==> src/rtl/chest_pkg.sv <==
// rtl/chest_pkg.sv - shared types and constants for the chest dispatcher
package chest_pkg;

    localparam int ALGO_W = 6;
    localparam int NUM_ALGOS_DEFAULT = 50;
    localparam logic [ALGO_W-1:0] ALGO_IDLE_SEL = 6'h3F;

    typedef enum logic [1:0] {
        ST_IDLE   = 2'd0,
        ST_SELECT = 2'd1,
        ST_WAIT   = 2'd2,
        ST_RESP   = 2'd3
    } state_t;

    typedef enum logic [1:0] {
        RSP_OK      = 2'b00,
        RSP_BAD_ID  = 2'b01,
        RSP_TIMEOUT = 2'b10
    } rsp_status_t;

endpackage

==> src/rtl/chest_req_fifo.sv <==
// rtl/chest_req_fifo.sv - request queue, power-of-two depth, full/empty flags
module chest_req_fifo #(
    parameter int DEPTH = 4,
    parameter int WIDTH = 6
) (
    input  logic             clk,
    input  logic             rst_n,
    input  logic             push,
    input  logic [WIDTH-1:0] din,
    input  logic             pop,
    output logic [WIDTH-1:0] dout,
    output logic             full,
    output logic             empty
);
    localparam int AW = $clog2(DEPTH);

    logic [WIDTH-1:0] mem [DEPTH];
    logic [AW:0]      wr_ptr;
    logic [AW:0]      rd_ptr;

    // Extra pointer bit distinguishes full from empty when the indices match.
    assign empty = (wr_ptr == rd_ptr);
    assign full  = (wr_ptr[AW] != rd_ptr[AW]) && (wr_ptr[AW-1:0] == rd_ptr[AW-1:0]);
    assign dout  = mem[rd_ptr[AW-1:0]];

    always_ff @(posedge clk) begin
        if (push && !full) begin
            mem[wr_ptr[AW-1:0]] <= din;
        end
    end

    always_ff @(posedge clk or negedge rst_n) begin
        if (!rst_n) begin
            wr_ptr <= '0;
            rd_ptr <= '0;
        end else begin
            if (push && !full) begin
                wr_ptr <= wr_ptr + 1'b1;
            end
            if (pop && !empty) begin
                rd_ptr <= rd_ptr + 1'b1;
            end
        end
    end

endmodule

==> src/rtl/chest_dispatcher.sv <==
// rtl/chest_dispatcher.sv - queues algorithm requests and drives the framework select
// Optional WAIT timeout enabled by defining CHEST_DISPATCH_TIMEOUT_EN.
module chest_dispatcher
    import chest_pkg::*;
#(
    parameter int FIFO_DEPTH     = 4,
    parameter int TIMEOUT_CYCLES = 16,
    parameter int NUM_ALGOS      = NUM_ALGOS_DEFAULT
) (
    input  logic              clk,
    input  logic              rst_n,
    input  logic              req_valid,
    input  logic [ALGO_W-1:0] req_algo,
    output logic              req_ready,
    output logic [ALGO_W-1:0] algo_select,
    input  logic              algorithm_ready,
    output logic              rsp_valid,
    output logic [ALGO_W-1:0] rsp_algo,
    output logic [1:0]        rsp_status,
    input  logic              rsp_ready,
    output logic              busy
);
    state_t            state;
    state_t            state_nxt;
    logic              ready_en;
    logic              fifo_full;
    logic              fifo_empty;
    logic [ALGO_W-1:0] fifo_dout;
    logic              fifo_pop;
    logic              id_ok;
    logic              to_expire;

    // ready_en keeps req_ready low through reset and for the cycle it is released.
    assign req_ready = ready_en && !fifo_full;
    assign fifo_pop  = (state == ST_IDLE) && !fifo_empty;
    assign id_ok     = (int'(fifo_dout) < NUM_ALGOS);
    assign rsp_valid = (state == ST_RESP);
    assign busy      = (state != ST_IDLE) || !fifo_empty;

    chest_req_fifo #(
        .DEPTH (FIFO_DEPTH),
        .WIDTH (ALGO_W)
    ) u_req_fifo (
        .clk   (clk),
        .rst_n (rst_n),
        .push  (req_valid && req_ready),
        .din   (req_algo),
        .pop   (fifo_pop),
        .dout  (fifo_dout),
        .full  (fifo_full),
        .empty (fifo_empty)
    );

`ifdef CHEST_DISPATCH_TIMEOUT_EN
    localparam int CNT_W = $clog2(TIMEOUT_CYCLES);
    localparam logic [CNT_W-1:0] TO_LAST = CNT_W'(TIMEOUT_CYCLES - 1);

    logic [CNT_W-1:0] to_cnt;

    assign to_expire = (to_cnt == TO_LAST);

    always_ff @(posedge clk or negedge rst_n) begin
        if (!rst_n) begin
            to_cnt <= '0;
        end else if (state == ST_SELECT) begin
            to_cnt <= '0;
        end else if (state == ST_WAIT && !to_expire) begin
            to_cnt <= to_cnt + 1'b1;
        end
    end
`else
    assign to_expire = 1'b0;
`endif

    always_ff @(posedge clk or negedge rst_n) begin
        if (!rst_n) begin
            state <= ST_IDLE;
        end else begin
            state <= state_nxt;
        end
    end

    always_comb begin
        state_nxt = state;
        case (state)
            ST_IDLE:   if (!fifo_empty) state_nxt = id_ok ? ST_SELECT : ST_RESP;
            ST_SELECT: state_nxt = ST_WAIT;
            ST_WAIT:   if (algorithm_ready || to_expire) state_nxt = ST_RESP;
            ST_RESP:   if (rsp_ready) state_nxt = ST_IDLE;
            default:   state_nxt = ST_IDLE;
        endcase
    end

    // Ready takes priority over an expiring timeout in the same cycle.
    always_ff @(posedge clk or negedge rst_n) begin
        if (!rst_n) begin
            ready_en    <= 1'b0;
            algo_select <= ALGO_IDLE_SEL;
            rsp_algo    <= '0;
            rsp_status  <= RSP_OK;
        end else begin
            ready_en <= 1'b1;
            case (state)
                ST_IDLE: begin
                    if (!fifo_empty) begin
                        rsp_algo <= fifo_dout;
                        if (id_ok) begin
                            algo_select <= fifo_dout;
                        end else begin
                            rsp_status <= RSP_BAD_ID;
                        end
                    end
                end
                ST_WAIT: begin
                    if (algorithm_ready) begin
                        algo_select <= ALGO_IDLE_SEL;
                        rsp_status  <= RSP_OK;
                    end else if (to_expire) begin
                        algo_select <= ALGO_IDLE_SEL;
                        rsp_status  <= RSP_TIMEOUT;
                    end
                end
                default: ;
            endcase
        end
    end

endmodule

==> config.mk <==
export PLATFORM = sky130hd
export DESIGN_NAME = chest_dispatcher
export DESIGN_NICKNAME = d
export VERILOG_FILES = /design/src/rtl/chest_pkg.sv /design/src/rtl/chest_req_fifo.sv /design/src/rtl/chest_dispatcher.sv
export SDC_FILE = /design/constraint.sdc
export NUM_CORES = 1
export LEC_CHECK = 0
export CAP_MARGIN = 20
export CORE_MARGIN = 2
export CORE_UTILIZATION = 45
export DETAILED_ROUTE_END_ITERATION = 10
export PLACE_DENSITY = 0.7
export SYNTH_ARGS = -nofsm -noshare
export SYNTH_HDL_FRONTEND = slang
export SYNTH_SLANG_ARGS = --single-unit
==> constraint.sdc <==
create_clock -name clk -period 2.1 [get_ports clk]
set_input_delay 0.315 -clock clk [delete_from_list [all_inputs] [get_ports clk]]
set_output_delay 0.315 -clock clk [all_outputs]
set_load 0.02 [all_outputs]
==> summary.txt <==
Synthesis
  • Post-synthesis register bit count: 46
  • Main area contributors after synthesis: edfxtp_1, dfrtp_1, dfstp_2
  • Syn Nets: 152
  • Seq/Total Area, Yosys: 62.36%
  • Post-synth top area share: 35.14%
  • Asr flop ratio synth: 47.83%
  • Most frequent cells after synthesis: edfxtp_1, dfrtp_1, inv_1
  • Synth unique cells: 32
  • Syn_area_per_cell: approximately 16 sq um
  • Number of synthesized flops with an enable pin: 24
  • Top cell type by total area after synthesis: edfxtp_1
  • Most frequent cell after synthesis: edfxtp_1
  • Synth warn: 0
  • Main synth FF type: edfxtp_1
  • Post-Synthesis Cell Area: 2051 sq um
  • Syn Inst Count: 132

Setup path
  • Worst path slowest cell: mux4_2
  • Setup crit end kind: register
  • Startpoint Class: register
  • WP data arrival: 2270 ps
  • Crit-path leading delay family: multiplexers
  • Worst path bufs/invs: 1
  • Worst-path maximum fanout: 6
  • Max incr delay on CP: 550 ps
  • Flop2flop setup slack: ~54 ps
  • CP Cell Sequence: mux4_2 > or3_4 > a211oi_4 > buf_6 > mux2i_1
  • Crit path kind: register to register
  • Worst path required time: 2320 ps

CTS
  • Setup bufs post-CTS: 0
  • Clock sink total: 46
  • H-tree Lvls: 2
  • Total CTS buffers: 5
  • CTS tree: built
  • Clk buf depth: 2
  • Clk_lat worst skew: 300 ps
  • Clk slew on worst S/H paths: around 90 ps
  • Root buffer selected by CTS: clkbuf_8

Layout
  • Layout cells sized above 1: ~29%
  • Util after Layout: between 50% and 60%
  • Layout fillers: 338
  • Multi-input gate area: 701.9 sq um
  • Nets: 194
  • Antenna diodes: 0
  • Area delta synth->final: 26.97%
  • Reg area: 1280 sq um

Route
  • Via count: 1152
  • Drt pass-1 iters: 4
  • Routed wire per std cell: 15.82 um
  • Post-DRT Antenna Nets: 0
  • Post-Route WL: 3591 um
  • Vias per cell: 5.075
  • DRC Markers: 0
  • Detailed Route Iter0 Violations: 56

Power
  • Lkg Pwr: between 1 and 1.5 nW
  • Overall Power: about 4.3 mW
  • PwrDens: 1666 nW/um^2
  • Peak supply drop: around 740 uV

Timing
  • Fin crit period: 2046 ps
  • RSZ-0062 raised after global routing: yes
  • Setup_tns: 0 ps
  • Final count of pins violating max slew: 0
  • Final hold vios: 0
  • Crit share post-route: 97.41%
  • Setup violators final: 0
  • Fmax: between 0.4 and 0.5 GHz
  • Setup Skew: 5.025 ps

Placement
  • Routability cong.: ~0.74
  • Hpwl dp: 2680 um
  • # port buffers: 26

Global route
  • GRT Total Usage: 15.57%
  • Congestion Overflow GR: 0
  • Vias in the first global route: 1234
  • Antenna violations before repair: 0
  • Wire length of the first global-routing pass: 5989 um
  • Largest net degree at the start of global routing: 23

Die
  • Io pins: 28
  • Site Rows: 24
  • Die ar.: roughly 5100 sq um
  • Core area: about 4400 sq um
  • DIE HEIGHT: 71.51 um
  • DIE WIDTH: 71.51 um
  • Starting Density: between 40% and 50%

Worst hold path
  • Worst min path class: input pin to async pin

Flow run
  • Max Cap Viol: 0

Run status
  • Status: finished clean
worst paths after layout:
path	from	endpoint	cells after the start
min in group clk	algo_select[0]$_DFFE_PN1P_	algo_select[0]$_DFFE_PN1P_	2
max reg2reg	u_req_fifo.rd_ptr[0]$_DFFE_PN0P_	algo_select[2]$_DFFE_PN1P_	5
max in group asynchronous	rst_n	algo_select[3]$_DFFE_PN1P_	2
min reg2reg	algo_select[0]$_DFFE_PN1P_	algo_select[0]$_DFFE_PN1P_	2
max	u_req_fifo.rd_ptr[0]$_DFFE_PN0P_	algo_select[2]$_DFFE_PN1P_	5
min	rst_n	state[0]$_DFFE_PN0P_	2
registers in the layout, indices dropped and copies added, names as in the netlist:
| signal | flops |
|---|---|
| u_req_fifo.mem | 24 |
| algo_select | 6 |
| rsp_algo | 6 |
| u_req_fifo.rd_ptr | 3 |
| u_req_fifo.wr_ptr | 3 |
| state | 2 |
| ready_en | 1 |
| rsp_status | 1 |
logic make-up after synthesis:
family	count (synthesis)	share of synthesized area, %
compound gates	9	4.394
xor+xnor	8	3.417
fa+ha+maj	9	5.491
buf+inv	19	4.027
flops	46	62.35
mux	22	15.50
other cells	2	0.3662
simple gates	17	4.455
per-stage QoR:
stage / area (sq um) / setup slack [ps] / cells / hold WS, ps
final: 2604 / 54.37 / 227 / 362.9
after detailed placement: 2451 / -93.31 / 219 / 455.5
after global placement: 2451 / 14.25 / 219 / 457.5
after floorplan: 2051 / 46.01 / 132 / 19.41
after CTS: 2587 / 7.108 / 227 / 371.3
after global routing: 2604 / -38.53 / 227 / 392.3
final cells by class:
type,count,area share [%]
flip-flops and latches,46,49.16
multi-input cells,67,26.96
repair buffers,40,14.08
clock buffers,5,2.643
inverters,14,2.018
clock inverters,3,2.643
well taps,52,2.499
repair_timing:
action,4_1_cts,5_1_grt
resized for setup,5,4
endpoints found under the setup margin,8,9
hold endpoints to repair,0,0
hold buffers,0,0
power by group:
part / switching (mW) / total, mW / internal [mW]
Combinational: 0.952 / 2.07 / 1.12
Clock: 0.303 / 0.779 / 0.477
Sequential: 0.219 / 1.49 / 1.27
Total: 1.47 / 4.34 / 2.87
cell usage in the layout (no fill, tap or decap), types with 2 or more instances in the layout:
cell type,synthesis,final
and3_1,5,4
buf_4,1,13
bufinv_16,0,2
clkbuf_8,0,5
clkdlybuf4s50_1,0,24
conb_1,2,2
dfrtp_1,16,15
dfstp_2,6,6
dlygate4sd2_1,0,2
edfxtp_1,24,24
ha_1,9,9
inv_1,14,14
mux2_2,9,9
mux2i_1,7,7
mux4_2,3,5
nor2_1,7,7
xnor2_1,5,3
xnor2_2,0,2
xor2_1,3,3
metal layers:
layer	global-route usage [%]	up-vias	routed length (um)	part of all wire, %
li1	-	552	-	-
met1	18.86	569	1559	43
met2	27.47	29	1866	52
met3	4.501	2	155	4.3
met4	3.774	0	10	0.28
met5	0	-	0	0
Power figures use the tool's default switching activity.
